### src/rtl/controle_concatenacao_pkg.sv
`default_nettype none
// ============================================================================
//  Module      : controle_concatenacao_pkg
//  Description : Shared state encoding, default width and zero seed for the
//                8-bit concatenation datapath controller.
//  Revision    : 1.0 - initial release
// ============================================================================
package controle_concatenacao_pkg;

    // Controller states, 2-bit encoded
    typedef enum logic [1:0] {
        IDLE  = 2'd0,
        INIT  = 2'd1,
        SHIFT = 2'd2,
        DONE  = 2'd3
    } estado_t;

    localparam int DEFAULT_WIDTH = 8;
    localparam int MAX_WIDTH     = 32;

    // Initial value of the concatenation register; also feeds the
    // constant-zero generator, so it is kept at the widest legal size.
    localparam logic [MAX_WIDTH-1:0] ZERO_SEED = '0;

endpackage
`default_nettype wire

### src/rtl/controle_concatenacao_contador_bits.sv
`default_nettype none
// ============================================================================
//  Module      : contador_bits
//  Description : Bit counter for the serial shift phase. Clears on request,
//                advances on enable and wraps to 0 after WIDTH-1.
//  Revision    : 1.0 - initial release
// ============================================================================
module contador_bits #(
    parameter int WIDTH = 8
) (
    input  logic clk,
    input  logic rst_n,
    input  logic clr,
    input  logic en,
    output logic tc
);

    localparam int              CNT_W  = $clog2(WIDTH);
    localparam logic [CNT_W-1:0] C_LAST = CNT_W'(WIDTH - 1);

    logic [CNT_W-1:0] r_count;

    // Count accepted bits; clear has priority over enable
    always_ff @(posedge clk or negedge rst_n) begin
        if (!rst_n) begin
            r_count <= '0;
        end else if (clr) begin
            r_count <= '0;
        end else if (en) begin
            r_count <= (r_count == C_LAST) ? '0 : r_count + 1'b1;
        end
    end

    assign tc = (r_count == C_LAST);

endmodule
`default_nettype wire

### src/rtl/controle_concatenacao.sv
`default_nettype none
// ============================================================================
//  Module      : controle_concatenacao
//  Description : Sequencing controller for the concatenation datapath. Seeds
//                the register with zero, shifts in WIDTH serial bits (MSB
//                first) and offers the assembled word on a valid/ready port.
//  Revision    : 1.0 - initial release
// ============================================================================
module controle_concatenacao
    import controle_concatenacao_pkg::*;
#(
    parameter int WIDTH = DEFAULT_WIDTH
) (
    input  logic             clk,
    input  logic             rst_n,
    input  logic             start,
    input  logic             abort,
    input  logic             bit_in,
    input  logic             bit_valid,
    output logic             bit_ready,
    output logic [WIDTH-1:0] dado_out,
    output logic             out_valid,
    input  logic             out_ready,
    output logic             sel_inicial,
    output logic             busy
);

    estado_t          r_state;
    estado_t          w_state_nxt;
    logic [WIDTH-1:0] r_shift;
    logic             r_bit_ready;
    logic             r_out_valid;
    logic             r_sel_inicial;
    logic             r_busy;
    logic             w_xfer;
    logic             w_out_xfer;
    logic             w_tc;

    // A bit is consumed only in SHIFT and never alongside abort
    assign w_xfer     = (r_state == SHIFT) && bit_valid && !abort;
    assign w_out_xfer = (r_state == DONE) && out_ready;

    contador_bits #(
        .WIDTH (WIDTH)
    ) u_contador_bits (
        .clk   (clk),
        .rst_n (rst_n),
        .clr   (abort || (r_state == INIT)),
        .en    (w_xfer),
        .tc    (w_tc)
    );

    // Next-state decode; abort overrides every other input
    always_comb begin
        w_state_nxt = r_state;
        if (abort) begin
            w_state_nxt = IDLE;
        end else begin
            case (r_state)
                IDLE:    if (start) w_state_nxt = INIT;
                INIT:    w_state_nxt = SHIFT;
                SHIFT:   if (bit_valid && w_tc) w_state_nxt = DONE;
                DONE:    if (out_ready) w_state_nxt = start ? INIT : IDLE;
                default: w_state_nxt = IDLE;
            endcase
        end
    end

    // State, shift register and outputs registered from the next state
    always_ff @(posedge clk or negedge rst_n) begin
        if (!rst_n) begin
            r_state       <= IDLE;
            r_shift       <= '0;
            r_bit_ready   <= 1'b0;
            r_out_valid   <= 1'b0;
            r_sel_inicial <= 1'b0;
            r_busy        <= 1'b0;
        end else begin
            r_state <= w_state_nxt;
            if (abort) begin
                r_shift <= '0;
            end else if (r_state == INIT) begin
                r_shift <= ZERO_SEED[WIDTH-1:0];
            end else if (w_xfer) begin
                r_shift <= {r_shift[WIDTH-2:0], bit_in};
            end else if (w_out_xfer) begin
                // word delivered: register reads zero outside a word
                r_shift <= '0;
            end
            r_bit_ready   <= (w_state_nxt == SHIFT);
            r_out_valid   <= (w_state_nxt == DONE);
            r_sel_inicial <= (w_state_nxt == INIT);
            r_busy        <= (w_state_nxt != IDLE);
        end
    end

    assign bit_ready   = r_bit_ready;
    assign out_valid   = r_out_valid;
    assign sel_inicial = r_sel_inicial;
    assign busy        = r_busy;
    assign dado_out    = r_shift;

endmodule
`default_nettype wire

### config.mk
export PLATFORM = sky130hd
export DESIGN_NAME = controle_concatenacao
export DESIGN_NICKNAME = d
export VERILOG_FILES = /design/src/rtl/controle_concatenacao_pkg.sv /design/src/rtl/controle_concatenacao_contador_bits.sv /design/src/rtl/controle_concatenacao.sv
export SDC_FILE = /design/constraint.sdc
export NUM_CORES = 1
export LEC_CHECK = 0
export ABC_CLOCK_PERIOD_IN_PS = 2050
export BUFFER_PORTS_ARGS = -buffer_cell sky130_fd_sc_hd__buf_2
export CAP_MARGIN = 15
export CORE_MARGIN = 2
export CORE_UTILIZATION = 35
export DETAILED_ROUTE_END_ITERATION = 6
export PLACE_DENSITY = 0.59
export SYNTH_ARGS = -nofsm -noshare
export SYNTH_HDL_FRONTEND = slang
export SYNTH_SLANG_ARGS = --single-unit
### constraint.sdc
create_clock -name clk -period 2.05 [get_ports clk]
set_input_delay 0.205 -clock clk [delete_from_list [all_inputs] [get_ports clk]]
set_output_delay 0.205 -clock clk [all_outputs]
set_load 0.005 [all_outputs]
* Word-level counts from Yosys, hierarchy flattened *
Cells that the tools add are included.

storage, ports and cells
  flip-flop bits (word level) = 17
  input port bits = 7
  output and inout bits = 12
  word-level logic and storage cells = 38

operators by class
  add/sub/neg operators = 1
  equality and inequality tests = 7
  mux-type cells = 13
  reduce and logical (&&, ||, !) cells = 10

operators by type and width
  kind                                                                   count
  8-bit 2-to-1 mux                                                       4
  3-bit 2-to-1 mux                                                       3
  2-bit equality test, second input constant                             4
  2-bit 2-to-1 mux                                                       4
  2-bit one-hot mux with 4 select lines                                  1
  2-bit by 1-bit equality test with 1-bit output, second input constant  2
  1-bit logical AND                                                      4
  2-bit nonzero test                                                     2
  4-bit nonzero test                                                     1
  3-bit by 1-bit adder with 3-bit output, second input constant          1
  3-bit equality test, second input constant                             1
  2-bit logical NOT                                                      1
  1-bit logical NOT                                                      1
  1-bit logical OR                                                       1
  1-bit 2-to-1 mux                                                       1

* Longest topological paths before layout *
  depth after elaboration = 6
  gate-level depth with buffers = 5
  gate-level depth less buffers = 5

* Cells and area by module *
A second synthesis with hierarchy kept.

second synthesis, totals
  cells, all modules = 59
  area total of the unflattened synthesis = 735.7 µm²

by module, submodules not included
  module                 instances  cells each  area each (µm²)  seq. area each (µm²)
  controle_concatenacao  1          46          579.3            350.3
  contador_bits          1          13          156.4            75.1

* Worst setup path after synthesis *
No wires, ideal clock.

  path kind = register -> register
  start point = reg u_contador_bits.r_count[0]
  end point = reg u_contador_bits.r_count[0]
  library setup time = 0.082 ns
  arrival = 1.374 ns
  required time = 1.968 ns
  path slack = 0.594 ns
  stages on the path, launching flop included = 5
  path buffers = 0
  period minus slack after synthesis = 1.456 ns
  cells stage by stage = dfrtp_1 ha_1 ha_1 or4_1 a31oi_1

on the way
  longest elaborated chain between the ends = 4
  elaborated cells between the ends (all ways) = 5
  those cells by class = 1 x add/sub; 1 x eq/ne; 3 x mux

RTL lines
  what                                                                                  RTL line                                   source
  start, declared                                                                       controle_concatenacao_contador_bits.sv:21  logic [CNT_W-1:0] r_count;
  start signal, assigned                                                                controle_concatenacao_contador_bits.sv:30  r_count <= (r_count == C_LAST) ? '0 : r_count + 1'b1;
  3-bit by 1-bit adder with 3-bit output / 3-bit equality test (equally long branches)  controle_concatenacao_contador_bits.sv:30
  3-bit 2-to-1 mux (*)                                                                  controle_concatenacao_contador_bits.sv:30
  3-bit 2-to-1 mux (*)                                                                  controle_concatenacao_contador_bits.sv:29  end else if (en) begin
  3-bit 2-to-1 mux (*)                                                                  controle_concatenacao_contador_bits.sv:27  end else if (clr) begin

Mark *: on every way between the ends. The rest lies on a longest branch, timed or not. The select of a mux whose other input is x is not followed.
A chain may end at the register's enable or synchronous reset.

* Worst setup path in the final report *
Same ends and word-level chain as after synthesis.

==> results.yml <==
outcome:
  outcome: "completed"
worst_setup_path:
  worst_setup_path_start_kind: "flop"
  crit_arrival_ps: 1790
  cpMostUsedCell: "ha_1"
  cp_top_family: "simple AND/OR/NAND/NOR gates"
  ff2ff_path_depth: 4
  worst-path-buf-inv: 0
  slowest_stage: "or4_1"
  worstPathRequired_ps: 2270
  critPathMaxStageDelay_ps: 500
  endpoint_kind: "flop"
  reg2reg_to: "u_contador_bits.r_count[0]"
  crit_path_max_fanout: 4
  critical_path_class: "reg2reg"
  crit_chain: "ha_1, ha_1, or4_1, a31oi_1"
  rrSetupSlack_ps: 470
  rr_startpoint: "u_contador_bits.r_count[0]"
  critPathLaunch: "u_contador_bits.r_count[0]"
place:
  port-buffer-count: 18
  dp_hpwl_um: 1020
  place.gp.congestion: 0.709
  post_dp_cell_area_um2: 852
sta:
  rsz0062_at_grt: "false"
  final_max_slew_viol_count: 0
  timing.fmax_ghz: 0.634
  period_needed_ps: 1580
  tns_ps: 0
  final_hold_viol_count: 0
  finalCritPeriodShare_pct: 76.9
  skew_ps: 0.875
  relSlewSlack_pct: 75.3
  tightest_slew_ps: 371
  setup_viol: 0
yosys:
  ys_seq_elements: 17
  ys_seq_area_share_pct: 56.6
  syn_nets: 73
  synth_compound_area_share_pct: 20.3
  synthXorXnorAreaFrac_pct: 0
  synthSimpleGateAreaFrac_pct: 16.1
  syn_inst: 64
  synth_mux_area_share_pct: 0
  netlist_area_um2: 752
  synthDistinctLibCells: 24
  ys.flop_type: "dfrtp_1"
  synth_top_area_share_pct: 56.6
  yosys-top-cells-area: "dfrtp_1 (57%), a22o_1 (9.3%), a21oi_1 (4.0%)"
  synth_common_cells: "dfrtp_1 (17), a22o_1 (8), a21oi_1 (6), nand2_1 (4), nor2_1 (4)"
  synth_warnings: 0
  synth.most_common_cell: "dfrtp_1"
  synth_top_family_by_area: "compound AO/OA/AOI/OAI gates"
  synth_edf_count: 0
  yosys.area.top_type: "dfrtp_1"
  async_flop_share_pct: 100
  synthAdderAreaFrac_pct: 3.33
  synth.avg_cell_area_um2: 11.7
power_and_ir_drop:
  p_sw_mw: 0.169
  vdd_drop_max_v: 0.000273
  p_int_mw: 0.452
  switching_share_pct: 27.1
  pwr-share-clk_pct: 29.1
  combPwrFrac_pct: 12.5
  p_leak_nw: 0.451
  seq_power_share_pct: 58.4
  power_density_nw_per_um2: 698
clock_tree:
  cts-root-buf: "clkbuf_4"
  cts_tree: "done"
  clk_pin_slew_ps: 100
  numCtsBuffers: 3
  cts_htree_levels: 1
  cts_sinks: 17
  clk_path_buf_depth: 2
  insertion_delay_ps: 290
detailed_routing:
  vias_per_cell: 5.19
  antenna_left: 0
  dr.pass1.iters: 2
  finalWirelength_um: 1390
  drt_iter0_drc: 9
  remaining_drc_errors: 0
  vias: 576
  wl_per_cell_um: 12.5
global_routing:
  grt_overflow: 0
  grt_busiest_layer: "met2"
  antenna_found_initial: 0
  grt_usage_pct: 13.0
  grt_pass1_vias: 542
  grt_pass1_wl_um: 2350
  globalRouteMet2Util_pct: 19.7
  grtUsageMet1_pct: 15.0
  met3_usage_pct: 3.57
  grt_max_degree: 18
min_path:
  min_from: "bit_in"
  hold_end: "dado_out[0]"
  hold_path_depth: 2
  hp-class: "in2reg"
finish:
  final_area_um2: 890
  insertedDiodeCount: 0
  regArea_um2: 425
  drive_above_1_share_pct: 29.8
  num-nets-final: 94
  syn2layout_area_growth_pct: 18.3
  fillers: 211
  multi_input_area_um2: 299
die:
  die_h_um: 50.4
  core_um2: 2000
  start_util_pct: 37.6
  placementRows: 16
  io_pins: 19
  fp.dieW_um: 50.4
  dieArea_um2: 2540
flow_run:
  max-cap-violations: 0
how the worst max path moves through the flow:
stage	to	slack, ps	depth (start not counted)
3_5_place_dp	u_contador_bits.r_count[0]	490	4
5_1_grt	u_contador_bits.r_count[0]	390	4
6_report	u_contador_bits.r_count[0]	470	4
3_3_place_gp	u_contador_bits.r_count[0]	570	4
2_1_floorplan	u_contador_bits.r_count[0]	590	4
4_1_cts	u_contador_bits.r_count[0]	460	4
cells in the final DEF (no fill, tap or decap), types with 2 or more instances in the layout:
cell type / instances
buf_2: 18
dfrtp_1: 17
a22o_1: 8
a21oi_1: 6
nand2_1: 4
nor2_1: 4
nand3_1: 3
clkbuf_4: 3
and2b_1: 2
nand2b_1: 2
a32oi_1: 2
ha_1: 2
through the flow:
| stage | setup WS [ps] | instances | total power [mW] | utilization (%) | hold WS [ps] |
|---|---|---|---|---|---|
| after floorplan | 594 | 64 | 0.423 | - | -90.6 |
| after global placement | 566 | 106 | 0.446 | 42.6 | 146 |
| after detailed placement | 488 | 106 | 0.447 | 42.6 | 146 |
| after CTS | 457 | 111 | 0.629 | 44.4 | 120 |
| after global routing | 394 | 111 | 0.659 | 44.4 | 132 |
| final | 473 | 111 | 0.621 | 44.4 | 124 |
what timing repair did:
item	CTS	global route
setup buffers	0	0
hold endpoints to repair	17	0
resized for setup	0	0
hold buffers	1	0
cell families after synthesis:
kind of cell | Yosys count
compound gates | 20
buf+inv | 4
fa+ha+maj | 2
flops | 17
simple gates | 21
cell type report:
type	instances	share of cell area [%]
sequential	17	47.8
clock buffer	3	2.53
tap	27	3.80
clock inverter	1	0.563
multi-input combinational	43	33.6
timing repair buffer	19	11.3
inverter	1	0.422
power groups by stage:
| stage | combinational (mW) | clock (mW) | sequential [mW] |
|---|---|---|---|
| 2_1_floorplan | 0.0635 | 0 | 0.359 |
| 3_3_place_gp | 0.0769 | 0 | 0.370 |
| 3_5_place_dp | 0.0778 | 0 | 0.369 |
| 4_1_cts | 0.0796 | 0.186 | 0.363 |
| 5_1_grt | 0.0878 | 0.206 | 0.365 |
| 6_report | 0.0778 | 0.181 | 0.362 |
routing by layer:
layer | part of all wire [%] | up-vias
met3 | 5.3 | 5
li1 | - | 273
met5 | 0 | -
met1 | 44 | 283
met4 | 4.0 | 0
met2 | 47 | 15
state kept, by name (all words and copies together), names as in the netlist:
signal and flops:
busy 1, r_state 2, sel_inicial 1, out_valid 1, dado_out 8, u_contador_bits.r_count 3
bit_ready 1
Note: power is estimated with default switching activity, not from simulation.
